$ cat config.mk
export PLATFORM = sky130hd
export DESIGN_NAME = debounce_pulse
export DESIGN_NICKNAME = d
export VERILOG_FILES = /design/src/rtl/debounce_pkg.sv /design/src/rtl/sync_chain.sv /design/src/rtl/debounce_pulse.sv
export SDC_FILE = /design/constraint.sdc
export NUM_CORES = 1
export LEC_CHECK = 0
export BUFFER_PORTS_ARGS = -buffer_cell sky130_fd_sc_hd__buf_2
export CAP_MARGIN = 15
export CORE_AREA = 4 4 41 43
export CTS_BUF_LIST = sky130_fd_sc_hd__clkbuf_2 sky130_fd_sc_hd__clkbuf_4 sky130_fd_sc_hd__clkbuf_8
export CTS_CLUSTER_SIZE = 12
export DETAILED_ROUTE_END_ITERATION = 12
export DIE_AREA = 0 0 45 47
export PLACE_DENSITY = 0.8
export REMOVE_ABC_BUFFERS = 1
export SYNTH_ARGS = -nofsm -noshare
export SYNTH_HDL_FRONTEND = slang
export SYNTH_SLANG_ARGS = --single-unit
$ cat constraint.sdc
create_clock -name clock -period 1.75 [get_ports clock]
set_input_delay 0 -clock clock [delete_from_list [all_inputs] [get_ports clock]]
set_output_delay 0 -clock clock [all_outputs]
set_load 0.01 [all_outputs]
$ cat src/rtl/debounce_pkg.sv
// rtl/debounce_pkg.sv - shared state encoding and edge-mode constants for the debouncer
package debounce_pkg;

  typedef enum logic [1:0] {
    STABLE_LOW  = 2'd0,
    CHECK_HIGH  = 2'd1,
    STABLE_HIGH = 2'd2,
    CHECK_LOW   = 2'd3
  } t_db_state;

  localparam int EDGE_RISING  = 0;
  localparam int EDGE_FALLING = 1;
  localparam int EDGE_BOTH    = 2;

  // Any mode other than the two single-edge modes behaves as "both edges".
  function automatic logic edge_pulses(input logic rising, input int mode);
    return rising ? (mode != EDGE_FALLING) : (mode != EDGE_RISING);
  endfunction

endpackage

$ cat src/rtl/sync_chain.sv
// rtl/sync_chain.sv - reset-to-0 flop chain for bringing an asynchronous input into the clock domain
module sync_chain #(
  parameter int G_STAGES = 2
) (
  input  logic clock,
  input  logic reset_n,
  input  logic d,
  output logic q
);

  logic [G_STAGES-1:0] chain;

  always_ff @(posedge clock or negedge reset_n) begin
    if (!reset_n) begin
      chain <= '0;
    end else begin
      chain <= {chain[G_STAGES-2:0], d};
    end
  end

  assign q = chain[G_STAGES-1];

endmodule

$ cat src/rtl/debounce_pulse.sv
// rtl/debounce_pulse.sv - synchronise, debounce and edge-detect a raw button into a one-cycle pulse
module debounce_pulse
  import debounce_pkg::*;
#(
  parameter int G_SYNC_STAGES     = 2,
  parameter int G_DEBOUNCE_CYCLES = 16,
  parameter int G_EDGE_MODE       = 0
) (
  input  logic clock,
  input  logic reset_n,
  input  logic enable,
  input  logic button_in,
  output logic level_out,
  output logic pulse_out,
  output logic bouncing
);

  localparam int CW = $clog2(G_DEBOUNCE_CYCLES + 1);
  localparam logic [CW-1:0] CNT_MAX = CW'(G_DEBOUNCE_CYCLES);
  localparam logic [CW-1:0] CNT_ONE = CW'(1);

  if (G_EDGE_MODE < EDGE_RISING || G_EDGE_MODE > EDGE_BOTH) begin : g_bad_edge_mode
    $warning("debounce_pulse: G_EDGE_MODE %0d is not 0..2, treated as both edges", G_EDGE_MODE);
  end

  logic          sync_q;
  t_db_state     state;
  logic [CW-1:0] count;

  sync_chain #(.G_STAGES(G_SYNC_STAGES)) u_sync (
    .clock   (clock),
    .reset_n (reset_n),
    .d       (button_in),
    .q       (sync_q)
  );

  // count holds how many consecutive cycles sync_q has disagreed with level_out.
  always_ff @(posedge clock or negedge reset_n) begin
    if (!reset_n) begin
      state     <= STABLE_LOW;
      count     <= '0;
      level_out <= 1'b0;
      pulse_out <= 1'b0;
      bouncing  <= 1'b0;
    end else begin
      pulse_out <= 1'b0;
      if (!enable) begin
        state    <= level_out ? STABLE_HIGH : STABLE_LOW;
        count    <= '0;
        bouncing <= 1'b0;
      end else begin
        case (state)
          STABLE_LOW: begin
            if (sync_q) begin
              state    <= CHECK_HIGH;
              count    <= CNT_ONE;
              bouncing <= 1'b1;
            end
          end
          CHECK_HIGH: begin
            if (!sync_q) begin
              state    <= STABLE_LOW;
              count    <= '0;
              bouncing <= 1'b0;
            end else if (count == CNT_MAX) begin
              state     <= STABLE_HIGH;
              count     <= '0;
              bouncing  <= 1'b0;
              level_out <= 1'b1;
              pulse_out <= edge_pulses(1'b1, G_EDGE_MODE);
            end else if (count < CNT_MAX) begin
              count <= count + CNT_ONE;
            end
          end
          STABLE_HIGH: begin
            if (!sync_q) begin
              state    <= CHECK_LOW;
              count    <= CNT_ONE;
              bouncing <= 1'b1;
            end
          end
          CHECK_LOW: begin
            if (sync_q) begin
              state    <= STABLE_HIGH;
              count    <= '0;
              bouncing <= 1'b0;
            end else if (count == CNT_MAX) begin
              state     <= STABLE_LOW;
              count     <= '0;
              bouncing  <= 1'b0;
              level_out <= 1'b0;
              pulse_out <= edge_pulses(1'b0, G_EDGE_MODE);
            end else if (count < CNT_MAX) begin
              count <= count + CNT_ONE;
            end
          end
          default: begin
            state    <= STABLE_LOW;
            count    <= '0;
            bouncing <= 1'b0;
          end
        endcase
      end
    end
  end

endmodule

==> impl_metrics.env, run 1 <==
export IMPL_wirelength_um=1300
export IMPL_fin_nets=80
export IMPL_wire_per_inst_um=14.8
export IMPL_ir_worst_vdd_mv=0.478
export IMPL_slew_violations=0
export IMPL_syn_to_final_growth_pct=14.9
export IMPL_fillerInstances=123
export IMPL_hp_start="enable"
export IMPL_clk_latency_ps=270
export IMPL_drv_cap=0
export IMPL_io_pins=7
export IMPL_core_area_um2=1300
export IMPL_grt_pass1_wl_um=2330
export IMPL_n_antenna_cell=0
export IMPL_grt_pass1_vias=531
export IMPL_stdcell_count=88
export IMPL_drt_initial_drc_count=17
export IMPL_synth_seq_cells=12
export IMPL_hold_viol=0
export IMPL_drive_gt1_share_pct=20.5
export IMPL_grt_start_max_net_pins=13
export IMPL_die_w_um=45
export IMPL_root_buffer="clkbuf_4"
export IMPL_worst_pin_slew_ps=482
export IMPL_gp_congestion=0.841
export IMPL_htreeDepth=1
export IMPL_setup_viol=0
export IMPL_numCtsBuffers=3
export IMPL_p_leak_uw=0.000301
export IMPL_cts_tree="yes"
export IMPL_vias_per_cell=6.03
export IMPL_clkSinkCount=12
export IMPL_ys_top_cells_by_area="dfrtp_1 (46%), nand4_1 (5.8%), ha_1 (3.9%)"
export IMPL_drtPass1Iterations=4
export IMPL_row_count=13
export IMPL_cts_hold_buf=2
export IMPL_dieArea_um2=2120
export IMPL_grt_setup_unrepaired="false"
export IMPL_maxSlewHeadroom_pct=67.9
export IMPL_gr_total_overflow=0
export IMPL_fin_setup_tns_ps=0
export IMPL_syn_cell_area_um2=648
export IMPL_synth_top_cell_by_area="dfrtp_1"
export IMPL_hold_path_class="in -> reg"
export IMPL_grtUsageTotal_pct=15.3
export IMPL_whs_ps=60.8
export IMPL_place_inst=82
export IMPL_die_y_um=47
export IMPL_post_dp_hpwl_um=919
export IMPL_ant_nets=0
export IMPL_r2r_start="count[0]"
export IMPL_crit_path_start="count[0]"
export IMPL_fin_crit_ps=1490
export IMPL_remaining_drc_errors=0
export IMPL_synthArstFlopShare_pct=100
export IMPL_clk_pin_slew_ps=80
export IMPL_yosys_warnings=0
export IMPL_layout_commonest_cell="dfrtp_1"
export IMPL_startpoint_type="flip-flop"
export IMPL_start_util_pct=49.8
export IMPL_cts_setup_buffers=0
export IMPL_worstSetupEndpointType="flip-flop"
export IMPL_io_buffers=6
export IMPL_yosysSeqAreaShare_pct=46.3
export IMPL_ys_types=29
export IMPL_clockBufferDepth=2
export IMPL_vias=531
export IMPL_cp_required_ps=1910
export IMPL_cts_resized=0
export IMPL_synth_top_area_share_pct=46.3
export IMPL_fin_worst_skew_ps=2.31
export IMPL_status="finished clean"
export IMPL_max_freq_ghz=0.672
export IMPL_crit_arrival_ps=1650
export IMPL_finalCritPeriodShare_pct=85.0
export IMPL_cp_max_fo=7
export IMPL_crit_type="reg -> reg"
export IMPL_layout_common_cells="dfrtp_1 (12), inv_1 (6), nand4_1 (6), buf_2 (6)"
export IMPL_antenna_found_initial=0
export IMPL_p_per_area_nw_per_um2=751
export IMPL_syn_avg_cell_area_um2=10.3
export IMPL_synthCells=63
export IMPL_synth_edf_count=0
export IMPL_synthFlopType="dfrtp_1"
## sequential cells by signal (all words and copies together), names as in the netlist, named ones only
register	cells
count	5
pulse_out	1
u_sync.chain	2
state	1
bouncing	1
level_out	1
## path summary, 6_finish.rpt
check | to | slack, ps | cells past startpoint
worst min register to register | u_sync.chain[1] | 350 | 0
worst max-delay path | level_out | 260 | 5
worst max register to register | level_out | 260 | 5
max in group asynchronous | count[4] | 1400 | 2
worst min-delay path | flip-flop | 60 | 3
min in group asynchronous | u_sync.chain[0] | 140 | 2
## cell type report
type                            instances  area (um2)  area share (%)
Clock buffer                            4        36.3            4.87
Inverter                                6        22.5            3.03
Multi-Input combinational cell         43         317            42.5
Sequential cell                        12         300            40.3
Tap cell                               15        18.8            2.52
Timing Repair Buffer                    8        50.0            6.72
## through the flow
stage / setup slack [ps] / area (um2) / utilization (%) / power (uW)
floorplan: 421 / 639 / - / 321
global placement: 295 / 688 / 52.9 / 339
detailed placement: 273 / 688 / 52.9 / 340
CTS: 259 / 744 / 57.2 / 565
global route: 127 / 744 / 57.2 / 584
finish: 262 / 744 / 57.2 / 559
## metal layers
metal  share of wire (%)  GRT usage [%]
met1                  45           18.7
met2                  49           25.7
met3                 4.7           2.30
met4                 1.7           8.77
met5                   0              0
## logic make-up after synthesis
group	after synthesis	synth area share, %
flops	12	46.3
xor+xnor	2	3.86
fa+ha+maj	2	3.86
simple gates	24	25.7
buf+inv	8	4.82
compound gates	15	15.4
## worst max-delay path: stages (launching register included)
cell and delay, ps:
dfrtp_1 440, inv_1 80, ha_1 160, nand4bb_1 310, o31ai_1 300, nand3b_1 100
## synth_stat cells (all sizes together), types with 2 or more instances
library cell  number
a21oi              2
a31oi              2
dfrtp             12
ha                 2
inv                6
nand3              5
nand3b             2
nand4              6
nand4b             2
o211ai             3
o21ai              5
## power breakdown
group | internal, uW | switching [uW]
Combinational | 16.7 | 27.2
Clock | 126 | 94.2
Sequential | 285 | 9.64
Total | 428 | 131
(Power assumes the default switching activity.)
==> inputs of run 2 (changes only) <==
- ABC_AREA: unset -> 1
- PLACE_DENSITY: 0.8 -> 0.82
==> run 2 against run 1 <==
Compared with the run above:
- register-to-register slack better by 200 ps
- sequential cell count stayed put
- design area is 4.7% higher
- sequential share of layout area is 1.8 points lower
- total power is 9.6% higher
==> impl_metrics.env, run 2 <==
export IMPL_io_buffers=6
export IMPL_wire_per_inst_um=10.6
export IMPL_row_count=13
export IMPL_clk_latency_ps=270
export IMPL_cts_resized=0
export IMPL_grt_setup_unrepaired="false"
export IMPL_clkSinkCount=12
export IMPL_dieArea_um2=2120
export IMPL_syn_avg_cell_area_um2=7.84
export IMPL_top_usage_layer="met2"
export IMPL_cp_max_fo=5
export IMPL_crit_path_start="count[0]"
export IMPL_grt_pass1_wl_um=2140
export IMPL_synth_edf_count=0
export IMPL_gr_total_overflow=0
export IMPL_p_per_area_nw_per_um2=786
export IMPL_slew_violations=0
export IMPL_grtUsageTotal_pct=14.7
export IMPL_stdcell_count=113
export IMPL_post_dp_hpwl_um=930
export IMPL_crit_buf_inv=3
export IMPL_synth_most_common_cell="nand2_1"
export IMPL_cp_cell_sequence="inv_1, ha_1, nand2_1, inv_1, nand2_2, nand3_4, nand2_2, inv_2, nor2_1"
export IMPL_ir_worst_vdd_mv=0.594
export IMPL_synth_common_cells="nand2_1 (24), inv_1 (14), dfrtp_1 (12), nor2_1 (8), nand3_1 (7)"
export IMPL_drv_cap=0
export IMPL_core_area_um2=1300
export IMPL_vias=551
export IMPL_n_antenna_cell=0
export IMPL_cpPeakStageDelay_ps=420
export IMPL_grt_pass1_vias=526
export IMPL_r2r_start="count[0]"
export IMPL_reg_top3="count: 5 flops, u_sync.chain: 2 flops"
export IMPL_status="finished clean"
export IMPL_ys_top_cells_by_area="dfrtp_1 (45%), nand2_1 (13%), inv_1 (7.8%)"
export IMPL_regMostFlops="count"
export IMPL_ys_types=15
export IMPL_max_freq_ghz=0.777
export IMPL_remaining_drc_errors=0
export IMPL_placed_cell_area_um2=723
export IMPL_numCtsBuffers=3
export IMPL_synthCells=86
export IMPL_maxSlewHeadroom_pct=82.4
export IMPL_gr_usage_met1_pct=16.3
export IMPL_synth_top_area_share_pct=44.5
export IMPL_hp_start="enable"
export IMPL_grt_start_max_net_pins=13
export IMPL_syn_to_final_growth_pct=15.6
export IMPL_start_util_pct=51.8
export IMPL_hold_viol=0
export IMPL_drt_initial_drc_count=6
export IMPL_fin_worst_skew_ps=0.830
export IMPL_yosys_warnings=0
export IMPL_die_y_um=47
export IMPL_drtPass1Iterations=4
export IMPL_synthFlopType="dfrtp_1"
export IMPL_drive_gt1_share_pct=22.4
export IMPL_grt_use_met3_pct=4.98
export IMPL_io_pins=7
export IMPL_place_inst=107
export IMPL_finish_instance_area_um2=779
export IMPL_critPathSlowestCell="dfrtp_1"
export IMPL_layout_commonest_cell="nand2_1"
export IMPL_synth_seq_cells=12
export IMPL_htreeDepth=1
export IMPL_clockBufferDepth=2
export IMPL_crit_arrival_ps=1500
export IMPL_synthArstFlopShare_pct=100
export IMPL_startpoint_type="flip-flop"
export IMPL_synth_top_cell_by_area="dfrtp_1"
export IMPL_cp_required_ps=1960
export IMPL_yosysSeqAreaShare_pct=44.5
export IMPL_clk_pin_slew_ps=80
export IMPL_setup_viol=0
export IMPL_finalCritPeriodShare_pct=73.5
export IMPL_largest_reg_flops=5
export IMPL_fin_setup_tns_ps=0
export IMPL_critPathTopFamily="simple AND/OR/NAND/NOR gates"
export IMPL_met2_usage_pct=24.0
export IMPL_root_buffer="clkbuf_4"
export IMPL_die_w_um=45
export IMPL_ant_nets=0
export IMPL_fin_nets=105
export IMPL_antenna_found_initial=0
export IMPL_worst_pin_slew_ps=264
export IMPL_crit_type="reg -> reg"
export IMPL_worstSetupEndpointType="flip-flop"
export IMPL_p_leak_uw=0.000404
export IMPL_vias_per_cell=4.88
export IMPL_layout_common_cells="nand2_1 (24), inv_1 (14), dfrtp_1 (12)"
export IMPL_wirelength_um=1200
export IMPL_syn_cell_area_um2=674
export IMPL_gp_congestion=0.863
export IMPL_cts_tree="yes"
export IMPL_fin_crit_ps=1290
export IMPL_hold_path_class="in -> reg"
run 2: where the power goes:
part           leakage (uW)  internal (uW)  switching (uW)
Combinational      0.000224           30.9            53.0
Clock             0.0000210            127            98.9
Sequential         0.000159            290            13.4
run 2: layout make-up:
type,instances,area (um2)
inverters,16,61.3
repair buffers,8,50.0
fillers,111,522
clock buffers,4,36.3
well taps,15,18.8
multi-input cells,58,313
flip-flops and latches,12,300
run 2: cells by family after synthesis:
kind of cell / synth area share (%)
and+or+nand+nor: 36.9
buffers and inverters: 9.09
DFF: 44.5
AOI/OAI and AO/OA: 5.75
adders and majority gates: 3.71
run 2: timing repair:
item / 4_1_cts / 5_1_grt
setup buffers: 0 / 0
endpoints found under the setup margin: 0 / 0
hold buffers: 2 / 0
endpoints found under the hold margin: 13 / 0
run 2: final timing paths:
path / end / slack, ps / cells past startpoint
worst max register to register: count[3] / 460 / 9
max in group asynchronous: pulse_out / 1420 / 2
worst max-delay path: count[3] / 460 / 9
min in group asynchronous: count[2] / 130 / 2
worst min register to register: u_sync.chain[1] / 360 / 0
worst min-delay path: bouncing / 40 / 3
run 2: per-stage QoR:
step           power [uW]  hold slack (ps)  utilization [%]  setup slack (ps)
5_1_grt               645             44.6             59.9               361
3_5_place_dp          390             -107             55.6               484
2_1_floorplan         364             -296                -               612
3_3_place_gp          387             -111             55.6               514
4_1_cts               621             45.3             59.9               463
6_report              613             44.7             59.9               463
run 2: metal layers:
layer / up-vias / part of all wire, %
li1: 285 / -
met1: 254 / 46
met2: 8 / 48
met3: 4 / 3.3
met4: 0 / 2.8
met5: - / 0
run 2: worst register-to-register path: cells and delay by family, from the launching register on:
kind                     cells  cell delay, ps
AND/OR/NAND/NOR              5             440
buffers and inverters        3             160
adder cells (fa/ha/maj)      1             200
flip-flops                   1             420
==> inputs of run 3 (changes only) <==
- ABC_AREA: 1 -> 0
- PLACE_DENSITY: 0.82 -> 0.83
- clock period: 1.75 -> 1.1 ns (I/O delays scaled with it)
==> run 3 against run 2 <==
Compared with the run above:
- the flow now finishes with violations (negative setup slack)
- combinational power increased by 85%
- critical path depth is 4 lower
- sequential cell count unchanged
- utilization grew 19 points
- non-clock buffer count is 22 higher
- critical path type unchanged
- critical endpoint is now level_out
- largest cell class unchanged
==> impl_metrics.env, run 3 (synthesis results as in run 1) <==
export IMPL_setup_slack_ps=-201
export IMPL_worst_pin_slew_ps=279
export IMPL_critPathSlowestCell="dfrtp_1"
export IMPL_worstSetupEndpointType="flip-flop"
export IMPL_setup_viol=10
export IMPL_cpPeakStageDelay_ps=380
export IMPL_die_w_um=45
export IMPL_remaining_drc_errors=0
export IMPL_drive_gt1_share_pct=53.7
export IMPL_io_pins=7
export IMPL_stdcell_count=110
export IMPL_power_frac_comb_pct=16.0
export IMPL_clk_pin_slew_ps=80
export IMPL_fin_worst_skew_ps=9.97
export IMPL_violations="negative setup slack"
export IMPL_cp_max_fo=3
export IMPL_antenna_found_initial=0
export IMPL_core_area_um2=1300
export IMPL_crit_buf_inv=1
export IMPL_whs_ps=80.6
export IMPL_cts_tree="yes"
export IMPL_startpoint_type="flip-flop"
export IMPL_start_util_pct=49.8
export IMPL_syn_to_final_growth_pct=57.9
export IMPL_fin_nets=102
export IMPL_crit_arrival_ps=1470
export IMPL_crit_type="reg -> reg"
export IMPL_n_antenna_cell=0
export IMPL_swShare_pct=24.8
export IMPL_largest_reg_flops=5
export IMPL_gp_congestion=0.881
export IMPL_gr_total_overflow=0
export IMPL_r2r_setup_slack_ps=-200
export IMPL_p_leak_uw=0.000431
export IMPL_netSwitchingPower_uw=241
export IMPL_vias=637
export IMPL_p_per_area_nw_per_um2=950
export IMPL_fin_util_pct=78.7
export IMPL_reg_top3="count: 5 flops, u_sync.chain: 2 flops"
export IMPL_hold_path_class="in -> reg"
export IMPL_hold_viol=0
export IMPL_clk_latency_ps=280
export IMPL_wirelength_um=1960
export IMPL_drv_cap=0
export IMPL_grt_pass1_wl_um=3020
export IMPL_critPathTopFamily="simple AND/OR/NAND/NOR gates"
export IMPL_regMostFlops="count"
export IMPL_maxSlewHeadroom_pct=81.4
export IMPL_htreeDepth=1
export IMPL_internal_power_uw=731
export IMPL_numCtsBuffers=3
export IMPL_drt_initial_drc_count=10
export IMPL_die_y_um=47
export IMPL_layout_common_cells="buf_4 (15), dfrtp_1 (11), buf_6 (7)"
export IMPL_grt_start_max_net_pins=13
export IMPL_fin_setup_tns_ps=-1520
export IMPL_io_buffers=6
export IMPL_clkPwrFrac_pct=36.4
export IMPL_design_power_total_uw=972
export IMPL_post_dp_hpwl_um=1060
export IMPL_grt_pass1_vias=594
export IMPL_max_freq_ghz=0.768
export IMPL_sequentialPowerShare_pct=47.6
export IMPL_finalCritPeriodShare_pct=118
export IMPL_ant_nets=0
export IMPL_cp_required_ps=1270
export IMPL_layout_commonest_cell="buf_4"
export IMPL_drtPass1Iterations=4
export IMPL_grt_setup_unrepaired="true"
export IMPL_place_inst=97
export IMPL_fin_crit_ps=1300
export IMPL_row_count=13
export IMPL_cp_cell_sequence="inv_2, ha_4, and4bb_2, and4_1, nand3b_1"
export IMPL_clockBufferDepth=2
export IMPL_clkSinkCount=12
export IMPL_ir_worst_vdd_mv=0.843
export IMPL_wire_per_inst_um=17.8
export IMPL_dieArea_um2=2120
export IMPL_slew_violations=0
export IMPL_status="finished with violations"
export IMPL_root_buffer="clkbuf_4"
export IMPL_vias_per_cell=5.79
export IMPL_grtUsageTotal_pct=21.3
-- run 3: changes by cell type in the layout (fill, tap and decap cells not counted), moves of 6 or more --
cell / previous run / this run
nand2_2: 6 / 0
nand4_1: 0 / 6
buf_6: 0 / 7
nor2_1: 8 / 1
nand3_1: 7 / 1
buf_4: 0 / 15
nand2_1: 24 / 1
inv_1: 14 / 4
-- run 3: final cells by class --
class	count	area, um2
flip-flops and latches	12	302
multi-input cells	43	403
inverters	6	22.5
clock buffers	4	36.3
repair buffers	30	241
well taps	15	18.8
fillers	75	278
-- run 3: layer usage --
metal | vias to the layer above | track usage, % | routed length, um
met5 | - | 0 | 0
met2 | 27 | 33.1 | 960
li1 | 303 | - | -
met3 | 4 | 3.45 | 99
met4 | 0 | 10.5 | 22
met1 | 303 | 28.8 | 875
-- run 3: worst register-to-register path, cell delays in order (launching register included) --
cell      delay (ps)
dfrtp_1          380
inv_2             60
ha_4             170
and4bb_2         260
and4_1           170
nand3b_1         150
-- run 3: per-stage QoR --
step / instance area [um2] / setup slack, ps
floorplan: 639 / -229
global placement: 801 / -212
detailed placement: 801 / -280
CTS: 1010 / -171
global route: 1020 / -251
finish: 1020 / -201
-- run 3: path summary, 6_finish.rpt --
check,cells past startpoint,startpoint,end
worst max-delay path,5,count[1],level_out
worst min-delay path,3,enable,count[3]
worst max register to register,5,count[1],level_out
worst min register to register,0,u_sync.chain[0],u_sync.chain[1]
max in group asynchronous,2,reset_n,count[4]
min in group asynchronous,2,reset_n,level_out
-- run 3: repair_timing --
| item | 4_1_cts | 5_1_grt |
|---|---|---|
| cloned | 0 | 0 |
| gates resized for setup | 26 | 1 |
| setup endpoints to repair | 10 | 10 |
| hold buffers | 2 | 0 |
| setup buffers | 5 | 3 |
| endpoints found under the hold margin | 13 | 0 |
| pin swaps | 13 | 5 |
-- run 3: power by group through the flow --
stage	sequential, uW	clock (uW)	combinational, uW
global route	465	379	164
CTS	462	365	143
floorplan	476	0	35.1
detailed placement	470	0	95.1
global placement	469	0	91.3
finish	463	354	155
